## src/rtl/line_fill_server_if.sv

```systemverilog
// Cache refill port and word-memory port of the line fill server, grouped as one bundle.
// The slave modport is the server's view of the bundle; the master modport is the view of the cache and memory side.
interface line_fill_server_if #(
  parameter int ADDR_WIDTH = 32,
  parameter int DATA_WIDTH = 32,
  parameter int LINE_SIZE  = 256
);
  logic                  c_strobe_i;
  logic [ADDR_WIDTH-1:0] c_addr_i;
  logic                  c_ready_o;
  logic [LINE_SIZE-1:0]  c_data_o;
  logic                  mem_req_o;
  logic [ADDR_WIDTH-1:0] mem_addr_o;
  logic                  mem_gnt_i;
  logic                  mem_rvalid_i;
  logic [DATA_WIDTH-1:0] mem_rdata_i;

  modport slave (
    input  c_strobe_i, c_addr_i, mem_gnt_i, mem_rvalid_i, mem_rdata_i,
    output c_ready_o, c_data_o, mem_req_o, mem_addr_o
  );

  modport master (
    output c_strobe_i, c_addr_i, mem_gnt_i, mem_rvalid_i, mem_rdata_i,
    input  c_ready_o, c_data_o, mem_req_o, mem_addr_o
  );
endinterface

```

## src/rtl/line_fill_server.sv

```systemverilog
// Fetches an aligned 8-word line over a req/gnt/rvalid word port and returns it with a one-cycle ready pulse.
// Ready comes 10 cycles after the strobe with an ideal memory; grant stalls and the outstanding-read cap delay it.
module line_fill_server #(
  parameter int ADDR_WIDTH      = 32,
  parameter int DATA_WIDTH      = 32,
  parameter int LINE_SIZE       = 256,
  parameter int MAX_OUTSTANDING = 2
) (
  input  logic               clk_i,
  input  logic               rst_i,
  line_fill_server_if.slave  bus
);
  typedef enum logic [1:0] {IDLE, FETCH, RESP, RELEASE} state_t;

  state_t                state_q, state_d;
  logic [ADDR_WIDTH-1:0] base_q;
  logic [3:0]            issue_cnt_q, recv_cnt_q;
  logic [LINE_SIZE-1:0]  line_q;
  logic [3:0]            in_flight;
  logic                  issue_ok, grant, accept;
  logic                  unused_addr_bits;

  assign unused_addr_bits = ^bus.c_addr_i[4:0];

  assign in_flight = issue_cnt_q - recv_cnt_q;
  assign issue_ok  = (state_q == FETCH) && (issue_cnt_q < 4'd8) &&
                     (in_flight < 4'(MAX_OUTSTANDING));
  assign grant     = issue_ok && bus.mem_gnt_i;
  // Only responses to reads actually granted in this fill are taken.
  assign accept    = (state_q == FETCH) && (in_flight != 4'd0) && bus.mem_rvalid_i;

  assign bus.mem_req_o  = issue_ok;
  assign bus.mem_addr_o = (state_q == FETCH) ?
                          base_q + ADDR_WIDTH'({issue_cnt_q, 2'b00}) : '0;
  assign bus.c_ready_o  = (state_q == RESP);
  assign bus.c_data_o   = line_q;

  always_ff @(posedge clk_i) begin
    if (rst_i) state_q <= IDLE;
    else       state_q <= state_d;
  end

  always_comb begin
    state_d = state_q;
    case (state_q)
      IDLE:    if (bus.c_strobe_i) state_d = FETCH;
      FETCH:   if (accept && recv_cnt_q == 4'd7) state_d = RESP;
      RESP:    state_d = RELEASE;
      RELEASE: if (!bus.c_strobe_i) state_d = IDLE;
      default: state_d = IDLE;
    endcase
  end

  always_ff @(posedge clk_i) begin
    if (rst_i) begin
      base_q      <= '0;
      issue_cnt_q <= '0;
      recv_cnt_q  <= '0;
      line_q      <= '0;
    end else if (state_q == IDLE && bus.c_strobe_i) begin
      base_q      <= {bus.c_addr_i[ADDR_WIDTH-1:5], 5'b0};
      issue_cnt_q <= '0;
      recv_cnt_q  <= '0;
    end else begin
      if (grant) issue_cnt_q <= issue_cnt_q + 4'd1;
      if (accept) begin
        recv_cnt_q <= recv_cnt_q + 4'd1;
        // Word 0 lands in the most significant slot of the line.
        for (int k = 0; k < 8; k++) begin
          if (recv_cnt_q == 4'(k))
            line_q[LINE_SIZE-1-DATA_WIDTH*k -: DATA_WIDTH] <= bus.mem_rdata_i;
        end
      end
    end
  end
endmodule
```

## src/flat_wrapper.sv

```systemverilog
// flat-port wrapper written by rule: the top's interface ports become plain ports
module line_fill_server_flat 
#(
  parameter int ADDR_WIDTH      = 32,
  parameter int DATA_WIDTH      = 32,
  parameter int LINE_SIZE       = 256,
  parameter int MAX_OUTSTANDING = 2
)
  (clk_i, rst_i, bus_c_strobe_i, bus_c_addr_i, bus_mem_gnt_i, bus_mem_rvalid_i, bus_mem_rdata_i, bus_c_ready_o, bus_c_data_o, bus_mem_req_o, bus_mem_addr_o);
  line_fill_server_if #(.ADDR_WIDTH(ADDR_WIDTH), .DATA_WIDTH(DATA_WIDTH), .LINE_SIZE(LINE_SIZE)) bus_i ();
  input  logic clk_i;
  input  logic rst_i;
  input wire logic [$bits(bus_i.c_strobe_i)-1:0] bus_c_strobe_i;
  input wire logic [$bits(bus_i.c_addr_i)-1:0] bus_c_addr_i;
  input wire logic [$bits(bus_i.mem_gnt_i)-1:0] bus_mem_gnt_i;
  input wire logic [$bits(bus_i.mem_rvalid_i)-1:0] bus_mem_rvalid_i;
  input wire logic [$bits(bus_i.mem_rdata_i)-1:0] bus_mem_rdata_i;
  output wire logic [$bits(bus_i.c_ready_o)-1:0] bus_c_ready_o;
  output wire logic [$bits(bus_i.c_data_o)-1:0] bus_c_data_o;
  output wire logic [$bits(bus_i.mem_req_o)-1:0] bus_mem_req_o;
  output wire logic [$bits(bus_i.mem_addr_o)-1:0] bus_mem_addr_o;
  assign bus_i.c_strobe_i = bus_c_strobe_i;
  assign bus_i.c_addr_i = bus_c_addr_i;
  assign bus_i.mem_gnt_i = bus_mem_gnt_i;
  assign bus_i.mem_rvalid_i = bus_mem_rvalid_i;
  assign bus_i.mem_rdata_i = bus_mem_rdata_i;
  assign bus_c_ready_o = bus_i.c_ready_o;
  assign bus_c_data_o = bus_i.c_data_o;
  assign bus_mem_req_o = bus_i.mem_req_o;
  assign bus_mem_addr_o = bus_i.mem_addr_o;
  line_fill_server #(.ADDR_WIDTH(ADDR_WIDTH), .DATA_WIDTH(DATA_WIDTH), .LINE_SIZE(LINE_SIZE), .MAX_OUTSTANDING(MAX_OUTSTANDING)) u_core (.clk_i(clk_i), .rst_i(rst_i), .bus(bus_i));
endmodule
```

## config.mk

```make
export PLATFORM = sky130hd
export DESIGN_NAME = line_fill_server_flat
export DESIGN_NICKNAME = d
export VERILOG_FILES = /design/src/rtl/line_fill_server_if.sv /design/src/rtl/line_fill_server.sv /design/src/flat_wrapper.sv
export SDC_FILE = /design/constraint.sdc
export NUM_CORES = 1
export LEC_CHECK = 0
export CAP_MARGIN = 20
export CORE_UTILIZATION = 47
export DETAILED_ROUTE_END_ITERATION = 8
export PLACE_DENSITY = 0.83
export SLEW_MARGIN = 40
export SYNTH_ARGS = -nofsm -noshare
export SYNTH_HDL_FRONTEND = slang
export SYNTH_SLANG_ARGS = --single-unit
```

## constraint.sdc

```tcl
create_clock -name clk_i -period 3.65 [get_ports clk_i]
set_input_delay 1.095 -clock clk_i [delete_from_list [all_inputs] [get_ports clk_i]]
set_output_delay 1.095 -clock clk_i [all_outputs]
set_load 0.02 [all_outputs]
```

; Word level (Yosys, flattened, before mapping)
; Index checks and enable logic that the tools add are counted.
; Widths: inputs -> output; s select.
[totals]
regBits = 293
in_bits = 69
output_inout_bits = 290
[op_classes]
addsub = 4
order_cmp = 2
n_eq_ne = 13
n_mux = 5
n_bitwise = 1
reduce_logical = 20
[op_table]
columns = operator, count
row1 = $add 32x6->32, 1
row2 = $mux 32, 1
row3 = $reduce_and 3->1, 9
row4 = $eq 4x3->1 const B, 4
row5 = $add 4x1->4 const B, 2
row6 = $eq 4x2->1 const B, 2
row7 = $pmux 2 s4, 1
row8 = $logic_and 1x1->1, 7
row9 = $mux 2, 3
row10 = $ne 2x2->1 const B, 3
row11 = $eq 2x2->1 const B, 2
row12 = $eq 4x1->1 const B, 1
row13 = $logic_not 4->1, 1
row14 = $lt 4x2->1 const B, 1
row15 = $lt 4x4->1 const B, 1
row16 = $reduce_bool 4->1, 1
row17 = $sub 4x4->4, 1
row18 = $eq 2x1->1 const B, 1
row19 = $logic_not 2->1, 1
row20 = $reduce_or 2->1, 1
row21 = $not 1->1, 1

; Longest topological paths before layout
[logic_depth]
word_depth = 7
mapped_depth = 11
depth_no_buf = 9

; Worst setup path after synthesis
; Ideal clock, no wire load.
[synth_timing]
path_type = register to output
start = register u_core.issue_cnt_q[3]
end = output bus_mem_addr_o[23]
arrival_time_ns = 2.055
required_time_ns = 2.555
slack_ns = 0.500
path_stages_with_launch = 8
path_cell_list = dfxtp_1 -> ha_1 -> ha_1 -> nand3_1 -> nor4_1 -> nand4_1 -> xor2_1 -> nor2_1
[synth_between]
elab_chain_cells = 2
[synth_rtl]
columns = item, line
row1 = start: declaration, line_fill_server.sv:17  ; logic [3:0] issue_cnt_q, recv_cnt_q;
row2 = start signal: assignment, line_fill_server.sv:65  ; if (grant) issue_cnt_q <= issue_cnt_q + 4'd1;
row3 = $add 32x6->32, line_fill_server.sv:34  ; base_q + ADDR_WIDTH'({issue_cnt_q, 2'b00}) : '0;
row4 = $mux 32, line_fill_server.sv:33  ; assign bus.mem_addr_o = (state_q == FETCH) ?
row5 = end: declaration, flat_wrapper.sv:21  ; output wire logic [$bits(bus_i.mem_addr_o)-1:0] bus_mem_addr_o;
; No other way between the ends.

; Worst setup path in the final report
[layout_timing]
start = register u_core.issue_cnt_q[3]
end = output bus_mem_addr_o[26]
; Same word-level chain as after synthesis.

==> flow_summary.ini <==
[status]
outcome = completed

[detailed_routing]
finalWirelength_mm = 37.4
ant_nets = 0
vias_per_cell = 5.60
wl_per_cell_um = 19.8
drc_errors = 0
num_vias = 10600
dr.pass1.iters = 5
first_iter_violations = 731

[pwr]
ir_drop_mv = 0.347
seq_power_share_pct = 44.7
pwr-share-clk_pct = 43.9
leakage_nw = 6.62
swShare_pct = 25.8
p_int_mw = 5.57
combinationalPowerShare_pct = 11.4
p_per_area_mw_per_mm2 = 455
power_mw = 7.50
switching_power_mw = 1.94

[placement]
post-dp-hpwl_mm = 25.5
port_buffers = 351
dpl_cell_area_mm2 = 0.0154
gp_congestion = 0.846
dp_slack_ps = 43.5
dpl.cell_count = 1840

[critical_path]
cp_slowest_cell = dfxtp_2
cp-start-kind = register
path_max_fanout = 6
crit_path_cell_trace = ha_2, nand4_1, nor4_1, buf_4, nand2_1, xor2_1, nor2_1, dlygate4sd2_1
end_kind = primary output
cpPeakStageDelay_ps = 390
critPathRequiredTime_ps = 2550
crit_type = reg2out
worstPathArrival_ps = 2440

[yosys]
ys.flop_type = dfxtp_1
yosys_register_bits = 293
synth-edff-count = 0
avgSynthCellArea_um2 = 9.56
synth-async-reset-ratio_pct = 0
yosysWarnings = 0
netlist_instances = 1234
netlist_area_mm2 = 0.0118
synth_cell_types = 55
yosysSeqAreaShare_pct = 49.7

[sta]
rsz0062_at_grt = false
fin_crit_ps = 3540
hold_ws_ps = 458
slew_headroom_pct = 44.9
drv_slew = 0
fmax_mhz = 283
worst_slew_pin_slew_ps = 827
setup_slack_ps = 114
skew_ps = 13.9
post-route-period-util_pct = 96.9
fin_tns_setup_ps = 0
hold_viol = 0
setup_viol = 0

[global_routing]
grt_usage_pct = 28.3
grt_pass1_wl_mm = 57.9
grt_overflow_total = 0
grt_max_degree = 100
grt_antenna_before_repair = 0
grt_pass1_vias = 10300

[clocking]
cts-hold-fix-buffers = 0
cts.htree.levels = 1
cts_buffers = 30
numClockSinks = 293
cts_buffer_depth = 3
worstSkewPairLatency_ps = 560
post-cts-setup-buffers = 0
cts-root-buf = clkbuf_16
clkTransAtPathRegs_ps = 60
cts_tree = built

[cells_and_area]
drive_above_1_share_pct = 12.4
final_common_cell = clkdlybuf4s50_1
fin_nets = 1633
final_area_mm2 = 0.0165
finalCoreUtilization_pct = 67.4
mostFrequentLayoutCells = clkdlybuf4s50_1 (328), dfxtp_1 (292), nand2_1 (233)
area_growth_pct = 39.9
layout.cells.non_filler = 1893
antenna_cells = 0

[run]
cap_viol_max_count = 0

[die]
initial_core_util_pct = 48.2
num_rows = 57
num_io_pins = 359
die_height_um = 160
die_x_um = 160
coreArea_mm2 = 0.0245
die-area_mm2 = 0.0257

[hold_path]
holdCritPathClass = reg2reg
-- routing by layer --
layer,GRT usage [%],share of wire [%],vias up
li1,-,-,4939
met1,34.4,41,5107
met2,47.9,48,463
met3,6.61,7.7,97
met4,11.6,3.9,0
met5,0,0,-
-- synthesized netlist by cell type (2+ instances only) --
| cell | number | area share [%] |
|---|---|---|
| nand3_1 | 17 | 0.72 |
| nand2_1 | 233 | 7.4 |
| buf_12 | 4 | 0.68 |
| or2_1 | 2 | 0.11 |
| a31o_2 | 65 | 4.8 |
| or3_1 | 5 | 0.27 |
| buf_2 | 21 | 0.89 |
| o21ai_0 | 67 | 2.8 |
| ha_1 | 15 | 1.6 |
| nor3_1 | 71 | 3.0 |
| buf_4 | 5 | 0.32 |
| nand2b_1 | 2 | 0.11 |
| buf_8 | 2 | 0.25 |
| nor3_2 | 3 | 0.25 |
| nand4_1 | 9 | 0.48 |
| buf_1 | 4 | 0.13 |
| and4_1 | 3 | 0.22 |
| dlygate4sd1_1 | 3 | 0.22 |
| and3_1 | 4 | 0.21 |
| clkbuf_2 | 2 | 0.085 |
| mux2i_1 | 130 | 11 |
| dlygate4sd3_1 | 2 | 0.17 |
| xnor2_1 | 7 | 0.52 |
| xor2_1 | 19 | 1.4 |
| nor4_1 | 3 | 0.16 |
| a21oi_1 | 35 | 1.5 |
| nor2_1 | 31 | 0.99 |
| clkbuf_1 | 54 | 1.7 |
| inv_1 | 16 | 0.51 |
| and2_1 | 7 | 0.37 |
| dfxtp_1 | 293 | 50 |
| o211ai_1 | 62 | 3.9 |
| a2111oi_0 | 2 | 0.15 |
| o31ai_1 | 3 | 0.19 |
| a31o_1 | 4 | 0.30 |
| or2_2 | 4 | 0.21 |
| buf_6 | 7 | 0.67 |
-- power by group through the flow --
stage / sequential (mW) / combinational (mW) / clock [mW]
5_1_grt: 3.36 / 0.938 / 3.47
3_5_place_dp: 3.42 / 0.864 / 0
6_report: 3.36 / 0.856 / 3.29
2_1_floorplan: 3.40 / 0.530 / 0
4_1_cts: 3.35 / 0.856 / 3.32
3_3_place_gp: 3.42 / 0.851 / 0
-- worst max-delay path, delay by kind of cell, from the launching register on --
| family | cells | cell delay, ps |
|---|---|---|
| xor+xnor | 1 | 140 |
| fa+ha+maj | 1 | 220 |
| buf+inv | 2 | 550 |
| flops | 1 | 390 |
| simple gates | 4 | 610 |
-- cells by family (layout without fill, tap and decap cells) --
family / after synthesis / count (layout) / share of synthesized area (%)
simple gates: 400 / 400 / 15.1
flops: 293 / 293 / 49.7
compound gates: 246 / 246 / 14.5
mux: 130 / 130 / 11.0
buf+inv: 121 / 455 / 5.73
xor+xnor: 27 / 27 / 2.12
fa+ha+maj: 16 / 16 / 1.76
other cells: 1 / 2 / 0.0318
-- sequential cells by signal (all words and copies together), names as in the netlist --
name,flops
u_core.state_q,2
u_core.base_q,27
u_core.bus.c_data_o,256
u_core.recv_cnt_q,4
u_core.issue_cnt_q,4
-- area by class of cell --
class,count,area [um2]
Multi-Input combinational cell,821,5350
Clock buffer,40,860
Clock inverter,13,208
Fill cell,1873,7970
Inverter,16,67.6
Timing Repair Buffer,386,3740
Tap cell,324,405
Sequential cell,293,5870
-- worst paths after layout --
| check | from | end | slack [ps] | depth (start not counted) |
|---|---|---|---|---|
| worst min-delay path | u_core.bus.c_data_o[241] | u_core.bus.c_data_o[241] | 460 | 2 |
| worst max-delay path | u_core.issue_cnt_q[3] | bus_mem_addr_o[26] | 110 | 8 |
| worst min register to register | u_core.bus.c_data_o[241] | u_core.bus.c_data_o[241] | 460 | 2 |
| worst max register to register | u_core.issue_cnt_q[0] | u_core.bus.c_data_o[30] | 420 | 11 |
-- repair_timing --
item	in CTS	in global routing
gates cloned	0	0
endpoints found under the setup margin	23	15
resized for setup	46	20
pin swaps	0	1
No activity file was read; power rests on OpenSTA's default activity.
